===== src/rtl/tile_ctrl_pkg.sv =====
// rtl/tile_ctrl_pkg.sv - shared types for the GEMM tile execution sequencer
package tile_ctrl_pkg;

    // Descriptor fields are held at these widths; the sequencer uses the low bits.
    localparam int MAX_ADDR_W = 64;
    localparam int MAX_DIM_W  = 16;

    typedef enum logic [1:0] {
        MODE_FW = 2'd0,
        MODE_VW = 2'd1,
        MODE_HW = 2'd2,
        MODE_IW = 2'd3
    } mode_e;

    typedef enum logic [2:0] {
        S_IDLE,
        S_PREFETCH_B,
        S_STREAM_A,
        S_STORE,
        S_CHECK_NEXT
    } state_e;

    typedef struct packed {
        logic [MAX_ADDR_W-1:0] a_addr;
        logic [MAX_ADDR_W-1:0] b_addr;
        logic [MAX_ADDR_W-1:0] a_stride;
        logic [MAX_ADDR_W-1:0] b_stride;
        logic [MAX_DIM_W-1:0]  msize;
        logic [MAX_DIM_W-1:0]  ksize;
        logic [MAX_DIM_W-1:0]  nsize;
        mode_e                 mode;
        logic                  store;
    } tile_cfg_t;

    // HW and IW tiles must wait for the array before they may be chained.
    function automatic logic is_hi_mode(input mode_e m);
        return (m == MODE_HW) || (m == MODE_IW);
    endfunction

endpackage


===== src/rtl/tile_addr_gen.sv =====
// rtl/tile_addr_gen.sv - registered row address generator, reloaded once per phase
module tile_addr_gen #(
    parameter int ADDR_W = 32
) (
    input  logic              clk,
    input  logic              rst_n,
    input  logic [ADDR_W-1:0] base,
    input  logic [ADDR_W-1:0] stride,
    input  logic              down,
    input  logic              load,
    input  logic              step,
    output logic [ADDR_W-1:0] addr
);

    // Load the phase base, then walk by one stride per accepted row (modulo 2^ADDR_W).
    always_ff @(posedge clk or negedge rst_n) begin
        if (!rst_n) begin
            addr <= '0;
        end else if (load) begin
            addr <= base;
        end else if (step) begin
            addr <= down ? (addr - stride) : (addr + stride);
        end
    end

endmodule


===== src/rtl/tile_exec_sequencer.sv =====
// rtl/tile_exec_sequencer.sv - sequences B prefetch, A stream and optional store per GEMM tile
module tile_exec_sequencer
    import tile_ctrl_pkg::*;
#(
    parameter int ADDR_W = 32,
    parameter int DIM_W  = 5,
    parameter int CNT_W  = 16
) (
    input  logic              clk,
    input  logic              rst_n,
    input  logic              cfg_valid,
    output logic              cfg_ready,
    input  logic [ADDR_W-1:0] cfg_a_addr,
    input  logic [ADDR_W-1:0] cfg_b_addr,
    input  logic [ADDR_W-1:0] cfg_a_stride,
    input  logic [ADDR_W-1:0] cfg_b_stride,
    input  logic [DIM_W-1:0]  cfg_msize,
    input  logic [DIM_W-1:0]  cfg_ksize,
    input  logic [DIM_W-1:0]  cfg_nsize,
    input  logic [1:0]        cfg_mode,
    input  logic              cfg_store,
    input  logic              ready_for_hi,
    output logic              mem_req_valid,
    input  logic              mem_req_ready,
    output logic              mem_req_we,
    output logic [ADDR_W-1:0] mem_req_addr,
    output logic [DIM_W-1:0]  mem_req_len,
    input  logic              st_req_valid,
    input  logic              st_req_we,
    input  logic [ADDR_W-1:0] st_req_addr,
    input  logic [DIM_W-1:0]  st_req_len,
    output logic              st_req_ready,
    output logic              store_start,
    input  logic              store_done,
    output logic              wfetch,
    output logic              if_en,
    output logic              prefetch_start,
    output logic              prefetch_done,
    output logic              cfg_err,
    output logic              busy,
    output logic [CNT_W-1:0]  tile_count
);

    state_e            state, state_nxt;
    tile_cfg_t         cfg_q;
    logic [DIM_W-1:0]  row;
    logic [DIM_W-1:0]  msize_q, ksize_q, nsize_q;
    logic [ADDR_W-1:0] a_addr_q, a_stride_q, b_stride_q;
    logic              accept, zero_size, last_b, last_a;
    logic              take, start;
    logic              gen_load, gen_step, gen_down;
    logic [ADDR_W-1:0] gen_base, gen_stride, gen_addr;
    logic              cfg_unused;

    assign msize_q    = cfg_q.msize[DIM_W-1:0];
    assign ksize_q    = cfg_q.ksize[DIM_W-1:0];
    assign nsize_q    = cfg_q.nsize[DIM_W-1:0];
    assign a_addr_q   = cfg_q.a_addr[ADDR_W-1:0];
    assign a_stride_q = cfg_q.a_stride[ADDR_W-1:0];
    assign b_stride_q = cfg_q.b_stride[ADDR_W-1:0];
    // Not every captured bit feeds the datapath at every parameterisation.
    assign cfg_unused = ^cfg_q;

    assign accept    = mem_req_valid && mem_req_ready;
    assign zero_size = (cfg_msize == '0) || (cfg_ksize == '0) || (cfg_nsize == '0);
    assign last_b    = (row == ksize_q - DIM_W'(1));
    assign last_a    = (row == msize_q - DIM_W'(1));
    assign busy      = (state != S_IDLE);

    tile_addr_gen #(.ADDR_W(ADDR_W)) u_addr_gen (
        .clk    (clk),
        .rst_n  (rst_n),
        .base   (gen_base),
        .stride (gen_stride),
        .down   (gen_down),
        .load   (gen_load),
        .step   (gen_step),
        .addr   (gen_addr)
    );

    // State register.
    always_ff @(posedge clk or negedge rst_n) begin
        if (!rst_n) state <= S_IDLE;
        else        state <= state_nxt;
    end

    // Next state, memory-port mux, descriptor pop and address-generator control.
    always_comb begin
        state_nxt     = state;
        take          = 1'b0;
        start         = 1'b0;
        cfg_ready     = 1'b0;
        cfg_err       = 1'b0;
        store_start   = 1'b0;
        mem_req_valid = 1'b0;
        mem_req_we    = 1'b0;
        mem_req_addr  = gen_addr;
        mem_req_len   = '0;
        st_req_ready  = 1'b0;
        gen_load      = 1'b0;
        gen_step      = 1'b0;
        gen_down      = 1'b0;
        gen_base      = cfg_b_addr;
        gen_stride    = b_stride_q;
        case (state)
            S_IDLE: begin
                take = cfg_valid;
            end
            S_PREFETCH_B: begin
                mem_req_valid = 1'b1;
                mem_req_len   = nsize_q;
                gen_down      = 1'b1;
                if (accept) begin
                    if (last_b) begin
                        gen_load  = 1'b1;
                        gen_base  = a_addr_q;
                        state_nxt = S_STREAM_A;
                    end else begin
                        gen_step = 1'b1;
                    end
                end
            end
            S_STREAM_A: begin
                mem_req_valid = 1'b1;
                mem_req_len   = ksize_q;
                gen_stride    = a_stride_q;
                if (accept) begin
                    if (last_a) begin
                        store_start = cfg_q.store;
                        state_nxt   = cfg_q.store ? S_STORE : S_CHECK_NEXT;
                    end else begin
                        gen_step = 1'b1;
                    end
                end
            end
            S_STORE: begin
                mem_req_valid = st_req_valid;
                mem_req_we    = st_req_we;
                mem_req_addr  = st_req_addr;
                mem_req_len   = st_req_len;
                st_req_ready  = mem_req_ready;
                if (store_done) state_nxt = S_CHECK_NEXT;
            end
            S_CHECK_NEXT: begin
                if (!cfg_valid) begin
                    state_nxt = S_IDLE;
                end else if (!(is_hi_mode(mode_e'(cfg_mode)) && !ready_for_hi)) begin
                    take = 1'b1;
                end
            end
            default: state_nxt = S_IDLE;
        endcase
        // A pop either drops a zero-size head in place or launches the B prefetch.
        if (take) begin
            cfg_ready = 1'b1;
            if (zero_size) begin
                cfg_err = 1'b1;
            end else begin
                start     = 1'b1;
                gen_load  = 1'b1;
                gen_base  = cfg_b_addr;
                state_nxt = S_PREFETCH_B;
            end
        end
    end

    // Descriptor capture on pop; the FIFO head is not looked at again during the tile.
    always_ff @(posedge clk or negedge rst_n) begin
        if (!rst_n) begin
            cfg_q <= '0;
        end else if (cfg_ready) begin
            cfg_q <= '{a_addr:   MAX_ADDR_W'(cfg_a_addr),
                       b_addr:   MAX_ADDR_W'(cfg_b_addr),
                       a_stride: MAX_ADDR_W'(cfg_a_stride),
                       b_stride: MAX_ADDR_W'(cfg_b_stride),
                       msize:    MAX_DIM_W'(cfg_msize),
                       ksize:    MAX_DIM_W'(cfg_ksize),
                       nsize:    MAX_DIM_W'(cfg_nsize),
                       mode:     mode_e'(cfg_mode),
                       store:    cfg_store};
        end
    end

    // Row counter: cleared at tile start and at the B-to-A handover, advances per accepted row.
    always_ff @(posedge clk or negedge rst_n) begin
        if (!rst_n) begin
            row <= '0;
        end else if (start || (state == S_PREFETCH_B && accept && last_b)) begin
            row <= '0;
        end else if (accept && (state == S_PREFETCH_B || state == S_STREAM_A)) begin
            row <= row + DIM_W'(1);
        end
    end

    // Registered pulses and data-phase qualifiers, one cycle behind their cause.
    always_ff @(posedge clk or negedge rst_n) begin
        if (!rst_n) begin
            prefetch_start <= 1'b0;
            prefetch_done  <= 1'b0;
            wfetch         <= 1'b0;
            if_en          <= 1'b0;
        end else begin
            prefetch_start <= start;
            prefetch_done  <= (state == S_PREFETCH_B) && accept && last_b;
            wfetch         <= (state == S_PREFETCH_B) && accept;
            if_en          <= (state == S_STREAM_A) && accept;
        end
    end

    // Completed-tile counter, bumped on entry to CHECK_NEXT only.
    always_ff @(posedge clk or negedge rst_n) begin
        if (!rst_n) begin
            tile_count <= '0;
        end else if (state_nxt == S_CHECK_NEXT && state != S_CHECK_NEXT) begin
            tile_count <= tile_count + CNT_W'(1);
        end
    end

endmodule


===== config.mk =====
export PLATFORM = sky130hd
export DESIGN_NAME = tile_exec_sequencer
export DESIGN_NICKNAME = d
export VERILOG_FILES = /design/src/rtl/tile_ctrl_pkg.sv /design/src/rtl/tile_addr_gen.sv /design/src/rtl/tile_exec_sequencer.sv
export SDC_FILE = /design/constraint.sdc
export NUM_CORES = 1
export LEC_CHECK = 0
export BUFFER_PORTS_ARGS = -buffer_cell sky130_fd_sc_hd__buf_2
export CAP_MARGIN = 20
export CORE_UTILIZATION = 50
export CTS_BUF_LIST = sky130_fd_sc_hd__clkbuf_8
export DETAILED_ROUTE_END_ITERATION = 16
export PLACE_DENSITY = 0.84
export SYNTH_ARGS = -nofsm -noshare
export SYNTH_HDL_FRONTEND = slang
export SYNTH_HIERARCHICAL = 1
export SYNTH_SLANG_ARGS = --single-unit

===== constraint.sdc =====
create_clock -name clk -period 6.8 [get_ports clk]
set_clock_uncertainty 0.1 [all_clocks]
set_input_delay 0.68 -clock clk [delete_from_list [all_inputs] [get_ports clk]]
set_output_delay 0.68 -clock clk [all_outputs]
set_load 0.03 [all_outputs]

==> flow_summary.ini <==
[logic_synthesis]
synthFlopType = dfrtp_1
yosys_warnings = 6
synth_edf_count = 0
syn_area_per_cell_um2 = 8.76
synth_cell_types = 75
synthCells = 1259
async_flop_share_pct = 100
syn-num-nets = 1487
syn-cell-area_mm2 = 0.0110
yosysSeqAreaShare_pct = 39.0
ys_ff_latch = 172

[cts]
clock-sinks = 172
root_buffer = clkbuf_8
post_cts_buffers = 0
cts_tree = done
path_clk_slew_ns = 0.11
clockBufferDepth = 2
hold_buffers = 0
ctsResizeCount = 0
worstSkewPairLatency_ns = 0.47
htree_num_levels = 4
cts_made_buffers = 17

[sta]
fmax_ghz = 0.176
slew_violations = 0
setup-tns-final_ns = 0
setup_viol = 0
worst_slew_margin_rel_pct = 33.4
worst_pin_slew_ns = 0.997
hold_viol = 0
min_period_ns = 5.67
min_period_over_period_pct = 83.4
rsz0062_at_grt = no

[worst_setup_path]
worstSetupEndpointType = register
cp_slowest_cell = dfrtp_1
crit_path_max_incr_delay_ns = 0.64
reg2reg_slack_ns = 1.13
cp-startpoint = state[1]$_DFF_PN0_
arrival_ns = 5.92
critPathMaxFanout = 37
crit_type = reg2reg
r2r_end = u_addr_gen/addr[28]$_DFFE_PN0P_
startpoint_type = register
required_ns = 7.05
path_cells = nor3b_4 -> buf_4 -> mux2_2 -> or4_4 -> nor3_1 -> a21oi_1 -> xnor2_1 -> ha_1 -> and3_1 -> a221oi_1 -> nor3b_1 -> o21ai_1 -> a311oi_1 -> a22oi_1 -> xnor2_1 -> o21ai_1
r2r_cells = 16
rr_startpoint = state[1]$_DFF_PN0_
crit_end = u_addr_gen/addr[28]$_DFFE_PN0P_

[layout]
nFillCells = 1922
syn_to_final_growth_pct = 16.4
multi_input_area_mm2 = 0.00637
drive_above_1_share_pct = 27.8
register_area_mm2 = 0.00430
nets = 1704

[route]
routed_wl_mm = 28.4
routedWlPerCell_um = 16.1
num_vias = 9672
postRouteAntennaNets = 0
drtIter0Drc = 513
via_per_inst = 5.48
drc = 0
drt_first_pass_iters = 4

[power]
clock_power_share_pct = 8.6
p_switching_w = 0.00414
combPwrFrac_pct = 69.2
peakVddDrop_uv = 345
seqPwrFrac_pct = 22.2
power_density_mw_per_mm2 = 642
finalPower_w = 0.00823
power_leakage_nw = 6.49
switching_share_pct = 50.3
p_int_w = 0.00409

[floorplan]
num_io_pins = 255
core_mm2 = 0.0214
rows = 53
die_h_um = 151
die_area_mm2 = 0.0227
die_x_um = 151
start_util_pct = 51.6

[placed_design]
port_buffers = 253
post-dp-hpwl_mm = 21.3
gp_congestion = 0.906

[global_routing]
grt-ovfl-total = 0
grt.total_usage_pct = 26.0
grt_pass1_vias = 9438
grt_pass1_wl_mm = 45.9
antenna_found_initial = 1
grt_max_degree = 102

[worst_hold_path]
hp-class = in2async

[status]
status = finished clean

[job]
drv_cap = 0
## power groups by stage
stage | sequential (W) | combinational (W) | clock, W
after floorplan | 0.00172 | 0.00451 | 0
after global placement | 0.00182 | 0.00550 | 0
after detailed placement | 0.00185 | 0.00563 | 0
after CTS | 0.00183 | 0.00567 | 0.000727
after global routing | 0.00188 | 0.00632 | 0.000776
final | 0.00183 | 0.00570 | 0.000708
## layer usage
layer | up-vias | wire [µm] | GRT usage (%)
li1 | 4742 | - | -
met1 | 4556 | 11900 | 32.0
met2 | 324 | 14100 | 44.7
met3 | 50 | 1620 | 4.76
met4 | 0 | 822 | 10.3
met5 | - | 0 | 0
## per-stage QoR
step                hold WS (ns)  cells  area (µm²)  utilization, %  setup slack, ns
global route               0.264   1765       12800            60.1            0.584
detailed placement         0.352   1732       12400            58.3             1.27
CTS                        0.237   1764       12800            60.1             1.23
global placement           0.351   1732       12400            58.3             1.31
finish                     0.211   1765       12800            60.1             1.13
floorplan                  0.284   1259       11000               -             1.99
## layout by cell type, fill, tap and decap left out, drive strengths merged, types with 10 or more instances in the layout
master,n
dfrtp,172
nand2,382
nor3,16
xor2,33
nand3,13
a21o,22
inv,34
mux2,102
xnor2,51
a31oi,11
mux2i,17
nor2b,11
buf,261
ha,36
clkbuf,17
a21oi,56
nand4,10
nor2,60
o21ai,44
a22oi,12
a211oi,12
## registers in the layout (all words and copies together), names as in the netlist
signal	cells
a_addr_q	32
a_stride_q	32
b_stride_q	32
cfg_q	16
if_en	1
prefetch_done	1
prefetch_start	1
row	5
state	3
tile_count	16
u_addr_gen/addr	32
wfetch	1
## area by class of cell
class,instances,area share (%)
clock inverters,15,1.14
flip-flops and latches,172,33.5
well taps,275,2.68
diodes,1,0.0195
multi-input cells,998,49.6
repair buffers,261,10.4
inverters,26,0.770
clock buffers,17,1.82
## Yosys cell counts, drive strengths merged, types with 25 or more instances
cell    number  area, µm²
dfrtp      172       4300
ha          36        450
mux2       102       1150
buf         25        128
inv         26       97.6
o21ai       44        220
a21oi       56        280
nor2        60        233
clkbuf      38        153
nand2      382       1440
xor2        33        289
xnor2       51        447
## worst min path at each step
stage	slack (ns)	startpoint	endpoint
after global routing	0.26	cfg_a_stride[20]	a_stride_q[20]$_DFFE_PN0P_
after detailed placement	0.35	tile_count[15]$_DFFE_PN0P_	tile_count[15]$_DFFE_PN0P_
after CTS	0.24	rst_n	a_stride_q[30]$_DFFE_PN0P_
after global placement	0.35	a_addr_q[11]$_DFFE_PN0P_	a_addr_q[11]$_DFFE_PN0P_
after floorplan	0.28	rst_n	a_addr_q[0]$_DFFE_PN0P_
final	0.21	rst_n	tile_count[13]$_DFFE_PN0P_
## critical path: cells and delay by family (launching register included)
| kind | cells | cell delay [ns] |
|---|---|---|
| AO/OA/AOI/OAI | 6 | 1.51 |
| XOR/XNOR | 2 | 0.32 |
| adder cells (fa/ha/maj) | 1 | 0.35 |
| buffers and inverters | 1 | 0.45 |
| flip-flops | 1 | 0.64 |
| multiplexers | 1 | 0.44 |
| AND/OR/NAND/NOR | 5 | 1.68 |
## kinds of logic (layout without fill, tap and decap cells)
group	Yosys count	in the layout	synth area share [%]
other	0	1	0
adders and majority gates	37	37	4.27
AOI/OAI and AO/OA	207	207	12.6
muxes	119	119	12.0
buffers and inverters	89	319	3.43
and+or+nand+nor	551	551	22.1
DFF	172	172	39.0
xor gates and xnor gates	84	84	6.67
(Power assumes the default switching activity.)
